==> config.mk <==
export PLATFORM = sky130hd
export DESIGN_NAME = nibble_serial_adder_ctrl
export DESIGN_NICKNAME = d
export VERILOG_FILES = /design/src/rtl/nibble_serial_adder_ctrl.sv
export SDC_FILE = /design/constraint.sdc
export NUM_CORES = 1
export LEC_CHECK = 0
export CAP_MARGIN = 10
export CORE_ASPECT_RATIO = 1.1
export CORE_UTILIZATION = 49
export DETAILED_ROUTE_END_ITERATION = 10
export HOLD_SLACK_MARGIN = 0.08
export PLACE_DENSITY = 0.77
export SYNTH_ARGS = -nofsm -noshare
export SYNTH_HDL_FRONTEND = slang
export SYNTH_SLANG_ARGS = --single-unit
export TNS_END_PERCENT = 10
==> constraint.sdc <==
create_clock -name clk -period 3.99 [get_ports clk]
set_clock_uncertainty 0.15 [all_clocks]
set_input_delay 0.5985 -clock clk [delete_from_list [all_inputs] [get_ports clk]]
set_output_delay 0.5985 -clock clk [all_outputs]
set_load 0.03 [all_outputs]
==> src/rtl/nibble_serial_adder_ctrl.sv <==
// Serial W-bit adder: one shared 4-bit ripple adder, one nibble per cycle.
// Ports: clk, rst, start, A/B/Cin in; busy, done, Sum, Cout out.
module ripple_carry_adder_4bit (
  input  logic [3:0] A,
  input  logic [3:0] B,
  input  logic       Cin,
  output logic [3:0] Sum,
  output logic       Cout
);
  logic [4:0] c;

  always_comb begin
    c = '0;
    Sum = '0;
    c[0] = Cin;
    for (int i = 0; i < 4; i++) begin
      Sum[i] = A[i] ^ B[i] ^ c[i];
      c[i+1] = (A[i] & B[i]) | (c[i] & (A[i] ^ B[i]));
    end
    Cout = c[4];
  end
endmodule

module nibble_serial_adder_ctrl #(
  parameter int NIBBLES = 4
) (
  input  logic                 clk,
  input  logic                 rst,
  input  logic                 start,
  input  logic [4*NIBBLES-1:0] A,
  input  logic [4*NIBBLES-1:0] B,
  input  logic                 Cin,
  output logic                 busy,
  output logic                 done,
  output logic [4*NIBBLES-1:0] Sum,
  output logic                 Cout
);
  localparam int W  = 4 * NIBBLES;
  localparam int IW = (NIBBLES > 1) ? $clog2(NIBBLES) : 1;
  localparam logic [IW-1:0] LAST = IW'(NIBBLES - 1);

  typedef enum logic [1:0] {
    IDLE = 2'd0,
    RUN  = 2'd1,
    DONE = 2'd2
  } state_t;

  state_t        state_q;
  logic [IW-1:0] idx_q;
  logic          carry_q;
  logic [W-1:0]  a_q;
  logic [W-1:0]  b_q;
  logic [W-1:0]  sum_q;
  logic          cout_q;
  logic          busy_q;
  logic          done_q;

  logic [W-1:0]  a_sh;
  logic [W-1:0]  b_sh;
  logic [3:0]    add_s;
  logic          add_c;

  // Current nibble selected by shifting the latched operand down.
  assign a_sh = a_q >> {idx_q, 2'b00};
  assign b_sh = b_q >> {idx_q, 2'b00};

  ripple_carry_adder_4bit u_add (
    .A    (a_sh[3:0]),
    .B    (b_sh[3:0]),
    .Cin  (carry_q),
    .Sum  (add_s),
    .Cout (add_c)
  );

  always_ff @(posedge clk or posedge rst) begin
    if (rst) begin
      state_q <= IDLE;
      idx_q   <= '0;
      carry_q <= 1'b0;
      a_q     <= '0;
      b_q     <= '0;
      sum_q   <= '0;
      cout_q  <= 1'b0;
      busy_q  <= 1'b0;
      done_q  <= 1'b0;
    end else begin
      unique case (state_q)
        IDLE, DONE: begin
          done_q <= 1'b0;
          if (start) begin
            a_q     <= A;
            b_q     <= B;
            carry_q <= Cin;
            idx_q   <= '0;
            sum_q   <= '0;
            cout_q  <= 1'b0;
            state_q <= RUN;
            busy_q  <= 1'b1;
          end else begin
            state_q <= IDLE;
            busy_q  <= 1'b0;
          end
        end
        RUN: begin
          for (int n = 0; n < NIBBLES; n++) begin
            if (idx_q == IW'(n)) sum_q[4*n +: 4] <= add_s;
          end
          carry_q <= add_c;
          if (idx_q == LAST) begin
            cout_q  <= add_c;
            state_q <= DONE;
            busy_q  <= 1'b0;
            done_q  <= 1'b1;
          end else begin
            idx_q <= idx_q + IW'(1);
          end
        end
        default: begin
          state_q <= IDLE;
          busy_q  <= 1'b0;
          done_q  <= 1'b0;
        end
      endcase
    end
  end

  assign busy = busy_q;
  assign done = done_q;
  assign Sum  = sum_q;
  assign Cout = cout_q;
endmodule

==> reports/qor.yml, run 1 <==
run_status: "finished, final reports clean"
syn-mean-instance-area_um2: 14.2
clock_tree.htree_level_count: 2
synth.lib_cells_used.distinct: 33
worstSetupPathType: "reg2reg"
share_of_post_route_cells_with_drive_strength_above_1_pct: 22.9
tns_ns: 0
drt_wl_total_um: 4990
max-slew-margin-rel_pct: 38.8
drt_drc_violations_left: 0
layout_min_cycle_time_ns: 3.48
finish.net_count: 288
insertion_delay_ns: 0.32
grt_setup_unrepaired: "no"
critical_path.startpoint_type: "register"
cts.reportedPaths.clkPinSlew_ns: 0.10
cts_root_buffer: "clkbuf_8"
grt_max_degree: 38
synth_top_cells_by_area: "dfrtp_1 51%, mux2_4 15%, mux4_2 6.6%, buf_12 2.9%, fa_1 2.9%"
swShare_pct: 39.1
floorplan.die_area_um2: 5850
finalWeightedCongestion: 0.804
timing_worst_slew_pin_value_ns: 0.915
cell_internal_pwr_w: 0.00170
groute.usage.overall_pct: 19.4
pwr-share-seq_pct: 37.3
drt_pass1_iterations: 4
drt-wirelength-per-cell_um: 15.6
endpoints_failing_hold: 0
setup_viol: 0
min_path_type: "reg2reg"
cts_tree: "done"
timing.max_cap.violations: 0
synth_top_flop_cell: "dfrtp_1"
ff2ff_setup_slack_ns: 0.51
crit_path_max_fanout: 10
clock_sink_count: 55
numCtsBuffers: 5
comb_power_share_pct: 51.7
syn_nets: 235
globalRoute.totalOverflow: 0
clk_path_buf_depth: 2
cp.required_ns: 4.09
io_pins: 55
post_cts.resized_instances: 0
initial_utilization_pct: 50.7
post-route-util_pct: 62.4
antenna_violating_nets_post_route: 0
synth.largest_area_cell: "dfrtp_1"
drt_iter0_drc: 56
die_width_um: 73.0
synthToLayoutAreaGrowth_pct: 23.1
clock_power_share_pct: 11.0
critical_path_arrival_ns: 3.58
dieHeight_um: 80.1
ir_drop_mv: 0.400
p_per_area_nw_per_um2: 835
placement_rows: 28
routed-via-count: 1680
port-buffer-count: 54
num_antenna_cells: 0
first_global_vias: 1727
synth.yosys.warnings: 0
total_switching_power_w: 0.00109
placedInstanceArea_um2: 3260
timing.final.crit_share_pct: 87.3
nature_of_the_critical_path_endpoint: "register"
fillerInstances: 404
finalMaxSlewViolations: 0
postSynthCellCount: 191
place.detailed.hpwl_um: 3710
proportion_of_netlist_area_held_by_the_largest_area_contributor_pct: 50.6
global_route_wire_length_before_repair_um: 8380
placeable_core_region_um2: 5360
p_leak_nw: 1.44
post_drt_via_cell_ratio: 5.25
ys_async_sr_fraction_pct: 100
finish.instance_area_um2: 3350
grt_antenna_before_repair: 0
max_freq_mhz: 287
post_cts.repair.setup_buffers: 0
synth-edff-count: 0
synth_sequential_area_ratio_pct: 50.6
synth-seq-cells: 55
post_synth_instance_area_um2: 2720
cts_hold_repair.buffers: 0
==> registers in the layout, summed over array words and instances, names as in the netlist <==
signal,cells
b_q,16
carry_q,1
idx_q,2
a_q,16
Sum,16
busy,1
state_q,2
Cout,1
==> synth_stat cells, drive strengths merged, types with 2 or more instances <==
master / count
mux4: 8
nand3: 12
nand2: 14
dfrtp: 55
inv: 8
buf: 10
o22ai: 2
fa: 4
clkbuf: 2
o2bb2ai: 6
a21o: 3
nand2b: 7
mux2: 32
a21oi: 3
nor2: 4
nor2b: 2
ha: 4
o211ai: 5
==> layer usage <==
metal / part of all wire (%) / up-vias / GRT usage [%]
met5: 0 / - / 0
met2: 47 / 53 / 30.0
met3: 3.7 / 9 / 3.01
li1: - / 784 / -
met4: 2.3 / 0 / 9.41
met1: 47 / 834 / 26.7
==> layout by cell type (no fill, tap or decap), types with 2 or more instances in the layout <==
master           Yosys  routed
a21o_1               3       3
clkbuf_8             0       5
buf_4                1       4
clkdlybuf4s50_1      0      54
o22ai_1              2       2
mux4_2               8       8
nand2b_1             7       7
o211ai_1             5       5
inv_1                8       7
a21oi_1              3       3
ha_1                 4       4
dfrtp_1             55      55
o2bb2ai_1            6       6
fa_1                 4       4
clkinvlp_4           0       2
nand3_1             12      12
nand2_1             14      14
mux2_4              28      28
mux2_2               4       4
nor2_1               4       4
==> cell families after synthesis <==
group                    count (synthesis)  share of synthesized area (%)
AO/OA/AOI/OAI                           25                           6.76
XOR/XNOR                                 1                          0.322
adder cells (fa/ha/maj)                  8                           4.79
buffers and inverters                   20                           5.75
flip-flops                              55                           50.6
multiplexers                            41                           24.1
AND/OR/NAND/NOR                         41                           7.64
==> power by group through the flow <==
stage | clock, W | combinational (W) | sequential [W]
after detailed placement | 0 | 0.00145 | 0.00105
after floorplan | 0 | 0.00110 | 0.00104
after global placement | 0 | 0.00140 | 0.00105
final | 0.000306 | 0.00144 | 0.00104
after global routing | 0.000332 | 0.00158 | 0.00108
after CTS | 0.000312 | 0.00145 | 0.00104
==> through the flow <==
step,hold slack (ns),instances,total power (W),worst slack [ns]
2_1_floorplan,0.326,191,0.00214,0.749
3_3_place_gp,0.328,312,0.00245,0.589
3_5_place_dp,0.339,312,0.00250,0.534
4_1_cts,0.367,320,0.00281,0.504
5_1_grt,0.384,320,0.00299,0.314
6_report,0.360,320,0.00279,0.507
==> layout make-up <==
class	count	area (um^2)	share of cell area [%]
tap	75	93.8	2.80
sequential	55	1380	41.1
inverter	8	30.0	0.898
timing repair buffer	58	571	17.1
clock inverter	3	20.0	0.598
clock buffer	5	68.8	2.06
multi-input combinational	116	1190	35.5
==> worst max-delay path, cell delays in order (launching register included) <==
cell,delay (ns)
dfrtp_1,0.62
mux4_2,0.58
fa_1,0.42
fa_1,0.40
fa_1,0.40
inv_1,0.08
fa_1,0.43
nor2b_1,0.20
nand2b_1,0.08
nand3_1,0.06
==> path summary, 6_finish.rpt <==
check	from	to	cells after the start
worst max-delay path	idx_q[0]	Sum[7]	9
worst min-delay path	Sum[10]	Sum[10]	1
worst max register to register	idx_q[0]	Sum[7]	9
worst min register to register	Sum[10]	Sum[10]	1
max in group asynchronous	rst	a_q[2]	3
min in group asynchronous	rst	Sum[9]	2
Power figures use the tool's default switching activity.
==> run 2: changes to the inputs <==
--- a/config.mk
+++ b/config.mk
@@ -5,6 +5,7 @@
 export SDC_FILE = /design/constraint.sdc
 export NUM_CORES = 1
 export LEC_CHECK = 0
+export ABC_CLOCK_PERIOD_IN_PS = 3990
 export CAP_MARGIN = 10
 export CORE_ASPECT_RATIO = 1.1
 export CORE_UTILIZATION = 49
==> results of run 2 <==
No change in the layout: final DEF, timing and power equal those of run 1.
